===== src/rtl/mesh_term_src_fifo.sv =====
// Terminal-side source FIFO feeding one mesh terminal port (first-word fall-through).
// Optional capture of the last dropped packet when TERM_FIFO_OVF_CAPTURE_EN is defined.
module mesh_term_src_fifo #(
  parameter int unsigned pckg_sz    = 40,
  parameter int unsigned fifo_depth = 4
) (
  input  logic                          clk,
  input  logic                          reset,
  input  logic                          push,
  input  logic [pckg_sz-1:0]            din,
  input  logic                          popin,
  input  logic                          clr_flags,
  output logic [pckg_sz-1:0]            data_out_i_in,
  output logic                          pndng_i_in,
  output logic                          full,
  output logic [$clog2(fifo_depth):0]   count,
  output logic                          overflow,
  output logic                          underflow,
  output logic [15:0]                   drop_cnt,
  output logic [15:0]                   sent_cnt,
  output logic [$clog2(fifo_depth):0]   high_water
`ifdef TERM_FIFO_OVF_CAPTURE_EN
  ,
  output logic [pckg_sz-1:0]            ovf_data
`endif
);

  localparam int unsigned PtrW = $clog2(fifo_depth);
  localparam int unsigned CntW = PtrW + 1;
  localparam logic [PtrW-1:0] LastIdx  = PtrW'(fifo_depth - 1);
  localparam logic [CntW-1:0] DepthCnt = CntW'(fifo_depth);

  logic [pckg_sz-1:0] mem_q [fifo_depth];
  logic [PtrW-1:0]    wp_q, wp_d, rp_q, rp_d;
  logic [CntW-1:0]    count_q, count_d, hw_q, hw_d;
  logic               ovf_q, ovf_d, unf_q, unf_d;
  logic [15:0]        drop_q, drop_d, sent_q, sent_d;

  logic empty, is_full, pop_vld, push_vld, drop_evt, unf_evt;

  function automatic logic [PtrW-1:0] inc_ptr(input logic [PtrW-1:0] p);
    return (p == LastIdx) ? '0 : p + PtrW'(1);
  endfunction

  function automatic logic [15:0] sat_inc(input logic [15:0] v);
    return (v == 16'hFFFF) ? v : v + 16'd1;
  endfunction

  always_comb begin
    empty    = (count_q == '0);
    is_full  = (count_q == DepthCnt);
    pop_vld  = popin && !empty;
    // A full FIFO still accepts a push when the mesh frees a slot on the same edge.
    push_vld = push && (!is_full || pop_vld);
    drop_evt = push && !push_vld;
    unf_evt  = popin && empty;

    wp_d    = push_vld ? inc_ptr(wp_q) : wp_q;
    rp_d    = pop_vld ? inc_ptr(rp_q) : rp_q;
    count_d = count_q;
    if (push_vld && !pop_vld) count_d = count_q + CntW'(1);
    if (!push_vld && pop_vld) count_d = count_q - CntW'(1);

    // Set events override a same-cycle clear.
    ovf_d  = (ovf_q && !clr_flags) || drop_evt;
    unf_d  = (unf_q && !clr_flags) || unf_evt;
    drop_d = clr_flags ? 16'd0 : drop_q;
    if (drop_evt) drop_d = clr_flags ? 16'd1 : sat_inc(drop_q);
    sent_d = clr_flags ? 16'd0 : sent_q;
    if (pop_vld) sent_d = clr_flags ? 16'd1 : sat_inc(sent_q);
    if (clr_flags) hw_d = count_d;
    else           hw_d = (count_d > hw_q) ? count_d : hw_q;
  end

  always_ff @(posedge clk or negedge reset) begin
    if (!reset) begin
      wp_q    <= '0;
      rp_q    <= '0;
      count_q <= '0;
      hw_q    <= '0;
      ovf_q   <= 1'b0;
      unf_q   <= 1'b0;
      drop_q  <= '0;
      sent_q  <= '0;
    end else begin
      wp_q    <= wp_d;
      rp_q    <= rp_d;
      count_q <= count_d;
      hw_q    <= hw_d;
      ovf_q   <= ovf_d;
      unf_q   <= unf_d;
      drop_q  <= drop_d;
      sent_q  <= sent_d;
    end
  end

  // Storage is not reset; count gates the visible head instead.
  always_ff @(posedge clk) begin
    if (push_vld) mem_q[wp_q] <= din;
  end

  always_comb begin
    data_out_i_in = empty ? '0 : mem_q[rp_q];
    pndng_i_in    = !empty;
    full          = is_full;
    count         = count_q;
    overflow      = ovf_q;
    underflow     = unf_q;
    drop_cnt      = drop_q;
    sent_cnt      = sent_q;
    high_water    = hw_q;
  end

`ifdef TERM_FIFO_OVF_CAPTURE_EN
  logic [pckg_sz-1:0] ovf_data_q, ovf_data_d;

  always_comb begin
    ovf_data_d = clr_flags ? '0 : ovf_data_q;
    if (drop_evt) ovf_data_d = din;
  end

  always_ff @(posedge clk or negedge reset) begin
    if (!reset) ovf_data_q <= '0;
    else        ovf_data_q <= ovf_data_d;
  end

  assign ovf_data = ovf_data_q;
`endif

endmodule


===== config.mk =====
export PLATFORM = sky130hd
export DESIGN_NAME = mesh_term_src_fifo
export DESIGN_NICKNAME = d
export VERILOG_FILES = /design/src/rtl/mesh_term_src_fifo.sv
export SDC_FILE = /design/constraint.sdc
export NUM_CORES = 1
export LEC_CHECK = 0
export ABC_CLOCK_PERIOD_IN_PS = 4600
export CORE_MARGIN = 3
export CORE_UTILIZATION = 59
export CTS_CLUSTER_SIZE = 24
export DETAILED_ROUTE_END_ITERATION = 8
export PLACE_DENSITY = 0.86
export SLEW_MARGIN = 20
export SYNTH_ARGS = -nofsm -noshare
export SYNTH_HDL_FRONTEND = slang
export SYNTH_SLANG_ARGS = --single-unit
export TNS_END_PERCENT = 10

===== constraint.sdc =====
create_clock -name clk -period 4.6 [get_ports clk]
set_input_delay 0.92 -clock clk [delete_from_list [all_inputs] [get_ports clk]]
set_output_delay 0.92 -clock clk [all_outputs]
set_load 0.02 [all_outputs]

# [After elaboration in Yosys (flattened, before gate mapping)]
# Memories as Yosys holds them, arrays and structs flattened.
# Index checks and enable logic that the tools add are counted.
[totals] out_inout_bits=82 word_cells=61 mem_count=1 register_bits=44 mem_bits_rw=160 input_bits=45
[op_classes] magnitude_cmp=1 n_addsub=6 n_eq_ne=7 n_reduce_logical=22 mux=16
[memory_table] name="mem_q" words=4 width=40 read_ports=1 rd_ports_with_merged_regs=0 write_ports=1 line="33" rtl="logic [pckg_sz-1:0] mem_q [fifo_depth];"
[op_table] cell="$mux 16" n=7
[op_table] cell="$mux 40" n=1
[op_table] cell="$add 16x1->16 const B" n=2
[op_table] cell="$eq 16x16->1 const B" n=2
[op_table] cell="$mux 3" n=4
[op_table] cell="$logic_and 1x1->1" n=8
[op_table] cell="$reduce_bool 2->1" n=3
[op_table] cell="$logic_not 1->1" n=5
[op_table] cell="$add 2x1->2 const B" n=2
[op_table] cell="$eq 2x2->1 const B" n=2
[op_table] cell="$mux 2" n=2
[op_table] cell="$ne 2x2->1 const B" n=2
[op_table] cell="$reduce_and 2->1" n=2
[op_table] cell="$add 3x1->3 const B" n=1
[op_table] cell="$eq 3x3->1 const B" n=1
[op_table] cell="$gt 3x3->1" n=1
[op_table] cell="$logic_not 3->1" n=1
[op_table] cell="$logic_or 1x1->1" n=3
[op_table] cell="$sub 3x1->3 const B" n=1
[op_table] cell="$mux 1" n=2

# [Logic depth before layout (Yosys ltp)]
# Gate-level depths: netlist (run 1).
[logic_depth] depth_word=11 mapped_depth=10 mapped_depth_nobuf=10

# [Least setup slack after synthesis (run 1)]
# No wires, ideal clock.
[synth_timing] path_type="input -> register" from="input popin" to="memory mem_q[0][0], enable pin" t_arrival_ns=2.602 path_slack_ns=1.597 setup_time_ns=0.401 t_required_ns=4.199 path_stages=4 n_path_buf=2 cell_sequence="buf_2 buf_1 o21a_1 and2_1"
[synth_between] elab_chain_cells=5
[synth_rtl] element="start, declared" line="11" rtl="input logic popin,"
[synth_rtl] element="$logic_and 1x1->1" line="52" rtl="pop_vld = popin && !empty;"
[synth_rtl] element="$logic_or 1x1->1" line="54" rtl="push_vld = push && (!is_full || pop_vld);"
[synth_rtl] element="$logic_and 1x1->1" line="54"
[synth_rtl] element="$mux 1" line="99" rtl="if (push_vld) mem_q[wp_q] <= din;"
[synth_rtl] element="$mux 1 (implied by the code)" line="99"
[synth_rtl] element="end, declared" line="33"
# No other way between the ends.

# [Worst setup path in the final report (run 1)]
[layout_timing] from="register count_q[1] (netlist: count[1])" to="output data_out_i_in[14]"
[layout_between] elab_chain_cells=2
[layout_rtl] element="start, declared" line="35" rtl="logic [CntW-1:0] count_q, count_d, hw_q, hw_d;"
[layout_rtl] element="start signal, assigned" line="88" rtl="count_q <= count_d;"
[layout_rtl] element="$logic_not 3->1" line="50" rtl="empty = (count_q == '0);"
[layout_rtl] element="$mux 40" line="103" rtl="data_out_i_in = empty ? '0 : mem_q[rp_q];"
[layout_rtl] element="end, declared" line="13" rtl="output logic [pckg_sz-1:0] data_out_i_in,"
# No other way between the ends.

==> results of run 1 <==
==> cell type report <==
| cell class | count | area [µm²] | area share [%] |
|---|---|---|---|
| Clock buffer | 23 | 533 | 4.94 |
| Clock inverter | 15 | 108 | 0.997 |
| Inverter | 17 | 63.8 | 0.591 |
| Multi-Input combinational cell | 288 | 2620 | 24.2 |
| Sequential cell | 204 | 5910 | 54.7 |
| Tap cell | 180 | 225 | 2.09 |
| Timing Repair Buffer | 137 | 1340 | 12.4 |
==> flip-flops by register name, summed over array words and instances (netlist names) <==
name / cells
count: 3
drop_cnt: 16
high_water: 3
mem_q: 160
overflow: 1
rp_q: 2
sent_cnt: 16
underflow: 1
wp_q: 2
==> per-layer routing <==
metal  global-route usage (%)  wire length [µm]
met5                        0                 0
met4                     4.67               261
met3                     5.35              1410
met2                     37.3              9120
met1                     29.6              7090
==> cells by family (layout without fill, tap and decap cells) <==
family                     count (synthesis)  in the layout
adders and majority gates                 13             13
xor gates and xnor gates                   2              2
DFF                                      204            204
muxes                                     52             52
AOI/OAI and AO/OA                         65             65
buffers and inverters                     47            192
and+or+nand+nor                          156            156
==> Yosys cell counts, types with 2 or more instances <==
library cell	count	area, µm²
edfxtp_1	160	4800
and2_1	44	275
dfrtp_1	44	1100
mux4_2	40	901
a21oi_1	22	110
inv_1	17	63.8
nand3_1	17	85.1
nor2_1	17	63.8
clkbuf_1	14	52.6
ha_1	13	163
o21ai_0	13	65.1
buf_2	11	55.1
mux2_2	11	124
nor2b_1	11	68.8
or3_1	9	56.3
nand2_1	8	30.0
o31ai_1	8	60.1
or4_1	8	60.1
nand4_1	7	43.8
nor3_1	7	35.0
and3_1	5	31.3
and4_1	5	43.8
buf_1	4	15.0
nand2b_1	3	18.8
nor4_2	3	37.5
a31oi_1	2	12.5
and4b_1	2	20.0
nor4_1	2	12.5
o211ai_1	2	15.0
o311ai_0	2	17.5
xnor2_1	2	17.5
==> report_power, final <==
part	internal (mW)	leakage, nW	switching, mW
registers	2.36	2.06	0.229
logic	1.28	1.41	1.26
clock network	0.897	0.317	0.677
==> stage by stage <==
stage	cells	setup WS (ps)	utilization, %	cell area [µm²]	power (mW)
2_1_floorplan	539	1600	-	8710	4.08
3_3_place_gp	826	867	71.7	10200	5.06
3_5_place_dp	826	727	71.7	10200	5.16
4_1_cts	864	612	76.3	10800	6.76
5_1_grt	864	458	76.3	10800	7.00
6_report	864	629	76.3	10800	6.69
==> critical path: cells and delay by family, from the launching register on <==
kind	cells	cell delay (ps)
flip-flops	1	430
buffers and inverters	2	680
adder cells (fa/ha/maj)	1	370
AND/OR/NAND/NOR	2	1060
==> final timing paths <==
check,slack [ps],to,from,cells after the start
setup / recovery,630,data_out_i_in[14],count[1],5
hold / removal,430,high_water[1],reset,1
setup reg to reg,930,high_water[0],count[1],9
hold reg to reg,530,overflow,overflow,2
max in group asynchronous,3730,rp_q[0],reset,1
min in group clk,530,overflow,overflow,2
==> run metrics, run 1 <==
# DRC 0; Root Buffer clkbuf_16; largest net degree at the start of global routing 54; routed via count 5307; compound-gate portion of the synthesized area 4.83%; Post-synth EDFFs 160; drt first pass iters 5; top_reg_cell synth edfxtp_1; CTS clk-pin slew, worst paths ~60 ps; Bufs on Longest Clock Path 3; CTS Buf Count 21; die footprint 16300 µm²; Tmin final about 4000 ps; slew of the pin with the lowest slew margin 1040 ps; initial antenna violation count 0; NumNets Final 727; synthesized net count 597; Max Freq 252 MHz; routability cong. 0.838; period utilization 86.3%; Yosys Warn Count 0; # IOs 127; Distinct cells, synth 57; starting density of the core roughly three fifths; Post-CTS Setup Inserts 0; xor/xnor share of the synthesized area less than 1%; Worst setup SP type register; crit path max fanout 53; mean post-synth cell area 16.2 µm²; most frequent cells in the layout edfxtp_1, clkdlybuf4s50_1, dfrtp_1; area added between synthesis and finish 24.0%; Hold WS around 430 ps; status complete, no violations; Die Span Y 127 µm; fillers ~820; largest family of logic cells by synthesized area multiplexers; RSZ-0062 raised after global routing no; relative slew slack 30.8%; Synth Area in Simple Gates 11.2%; FP Rows 43; core area 14100 µm²; GRT Util Overall 22.0%; Pwr Density ~620 nW/µm²; Worst VDD drop 0.439 mV; H-tree Lvls 1; final hold violation count 0; share of cells above drive strength 1 15.8%; TritonCTS clock tree done; Hold WC Path Type input pin to asynchronous set/reset pin; n_diodes 0; slowest cell on the critical path nand2b_2; vias per cell 6.14; routed length per instance 20.7 µm; mux cell area share after synthesis a little under an eighth; most common cell after layout, fill and taps aside edfxtp_1; critical path endpoint category primary output; CP cell instances inv_1 -> ha_1 -> nand2b_2 -> and2_1 -> clkdlybuf4s50_1; Synth Area in Adders 1.87%; post-DP HPWL 11300 µm; Worst path max stage delay roughly 650 ps; #FFs+latches synth around 200; Resized Gates After CTS 0; final setup vio count 0; Seq/Total Area, Yosys 67.8%; Die W 127 µm; Worst Path Arrival 3050 ps; hold buffer count at cts 0; Final ANT Viol Nets 0; DRT iter0 DRCs 353; Max Cap Viol 0; I/O Buffers between 100 and 150; vias in the first global route 5476; Gate Count Post-Synth 539; clk_skew 15.0 ps; GRT overflow 0; worst endpoint required time 3680 ps; Fin Setup TNS 0 ps; Sink Count 204; asr flop ratio synth between 20% and 30%; Post-Syn Area just under 9000 µm²; Total Routed Length 17900 µm; first-pass GRT wire length 28400 µm; Worst-Skew Late Latency 500 ps; Leak 3.78 nW; max-slew violations 0; CP Class register to primary output
Power figures use the tool's default switching activity.
==> inputs of run 2 (changes only) <==
--- a/config.mk
+++ b/config.mk
@@ -15,4 +15,4 @@
 export SYNTH_ARGS = -nofsm -noshare
 export SYNTH_HDL_FRONTEND = slang
 export SYNTH_SLANG_ARGS = --single-unit
-export TNS_END_PERCENT = 10
+export TNS_END_PERCENT = 50
==> results of run 2 <==
The final DEF is identical to that of run 1; final timing and power are the same.
==> inputs of run 3 (changes only) <==
--- a/config.mk
+++ b/config.mk
@@ -5,12 +5,12 @@
 export SDC_FILE = /design/constraint.sdc
 export NUM_CORES = 1
 export LEC_CHECK = 0
-export ABC_CLOCK_PERIOD_IN_PS = 4600
+export ABC_CLOCK_PERIOD_IN_PS = 4480
 export CORE_MARGIN = 3
-export CORE_UTILIZATION = 59
+export CORE_UTILIZATION = 54
 export CTS_CLUSTER_SIZE = 24
 export DETAILED_ROUTE_END_ITERATION = 8
-export PLACE_DENSITY = 0.86
+export PLACE_DENSITY = 0.79
 export SLEW_MARGIN = 20
 export SYNTH_ARGS = -nofsm -noshare
 export SYNTH_HDL_FRONTEND = slang
==> constraint.sdc (replaced) <==
create_clock -name clk -period 4.48 [get_ports clk]
set_input_delay 0.896 -clock clk [delete_from_list [all_inputs] [get_ports clk]]
set_output_delay 0.896 -clock clk [all_outputs]
set_load 0.02 [all_outputs]
==> run 3 against run 2 <==
Against the previous run: die area increased by 8.8%; via count decreased by 1.3%; count of clock-buffer cells in the layout increased by 4; first-iteration DRC count increased by 13%; critical path type unchanged.
==> run metrics, run 3 (synthesis gave the netlist of run 1 again) <==
status complete, no violations; critical path endpoint category primary output; most frequent cells in the layout edfxtp_1, clkdlybuf4s50_1, dfrtp_1; GRT Util Overall 20.0%; P_sw 2.16 mW; Die W 133 µm; Die Span Y 133 µm; n_diodes 0; # IOs 127; area added between synthesis and finish 24.7%; fillers 990; met2 Use GR 34.5%; NumNets Final 726; crit path max fanout between 40 and 50; largest net degree at the start of global routing 47; Most Crowded Layer GR met2; GRT overflow 0; final hold violation count 0; GR Util met3 ~4.3%; Worst Path Arrival between 2000 and 3000 ps; starting density of the core between 50% and 60%; # DRC 0; post-DP HPWL about 11000 µm; Pint 4.73 mW; drt first pass iters 5; I/O Buffers 126; FP Rows 45; area of the multi-input gates 2620 µm²; max-slew violations 0; final setup vio count 0; H-tree Lvls 1; core area 15500 µm²; RSZ-0062 raised after global routing no; register area 5910 µm²; CTS Buf Count 21; pre-CTS setup slack 756 ps; clock power share 24.3%; clk_skew 11.6 ps; Max Cap Viol 0; TritonCTS clock tree done; period utilization 84.5%; Resized Gates After CTS 0; DRT iter0 DRCs 399; die footprint between 15000 and 20000 µm²; Worst-Skew Late Latency 480 ps; register with the most flip-flops mem_q; Sink Count 204; routed length per instance ~20 µm; CP Class register to primary output; Hold WC Path Type input pin to asynchronous set/reset pin; slew of the pin with the lowest slew margin 822 ps; switching share of total power 31.3%; relative slew slack a little under half; most common cell after layout, fill and taps aside edfxtp_1; vias in the first global route 5499; Root Buffer clkbuf_16; routed via count 5240; CTS clk-pin slew, worst paths 60 ps; Pwr Density 634 nW/µm²; Cells after DPL 856; register share of total power approximately 38%; Final ANT Viol Nets 0; hold buffer count at cts 0; share of cells above drive strength 1 15.6%; Max Freq about 260 MHz; setup slack after layout 696 ps; Tmin final 3780 ps; first-pass GRT wire length ~29000 µm; Leak 3.81 nW; Bufs on Longest Clock Path 3; post-layout total power 6.89 mW; initial antenna violation count 0; non-filler cells, final just under 900; Fin Setup TNS 0 ps; Comb pwr share 37.9%; Worst setup SP type register; Total Routed Length roughly 17000 µm; Worst VDD drop 0.547 mV; vias per cell 5.88; M1 GR Usage a little over a quarter; worst endpoint required time 3580 ps; routability cong. 0.897; Post-CTS Setup Inserts 0; Largest register FFs 160
## run 3: routing by layer
layer	vias to the layer above	routed length, µm
met4	0	309
li1	2372	-
met1	2651	6910
met3	24	1290
met5	-	0
met2	193	8890
## run 3: power groups by stage
stage	sequential, mW	combinational (mW)	clock [mW]
2_1_floorplan	2.60	1.59	0
3_3_place_gp	2.62	2.60	0
3_5_place_dp	2.65	2.64	0
4_1_cts	2.61	2.66	1.71
5_1_grt	2.65	2.79	1.79
6_report	2.61	2.61	1.67
## run 3: through the flow
step,util [%],instance area [µm²],hold WS [ps]
after floorplan,-,8710,561
after global placement,65.8,10200,512
after detailed placement,65.8,10200,524
after CTS,70.1,10900,538
after global routing,70.1,10900,456
final,70.1,10900,416
## run 3: area by class of cell
cell class	instances	share of cell area, %
Sequential cell	204	54.4
Clock inverter	8	0.806
Inverter	17	0.587
Multi-Input combinational cell	288	24.2
Clock buffer	27	5.23
Tap cell	211	2.43
Timing Repair Buffer	136	12.4
## run 3: worst paths after layout
path | from | to | slack [ps] | cells after the start
max in group asynchronous | reset | rp_q[0] | 3650 | 1
min in group clk | high_water[1] | high_water[1] | 530 | 1
min reg2reg | high_water[1] | high_water[1] | 530 | 1
min | reset | drop_cnt[10] | 420 | 1
max reg2reg | count[1] | high_water[0] | 1020 | 9
max | count[1] | data_out_i_in[39] | 700 | 5
## run 3: worst max-delay path: stages (launching register included)
cell,delay (ps)
dfrtp_1,430
inv_1,110
ha_1,310
nand2b_2,630
and2_1,290
clkdlybuf4s50_1,620
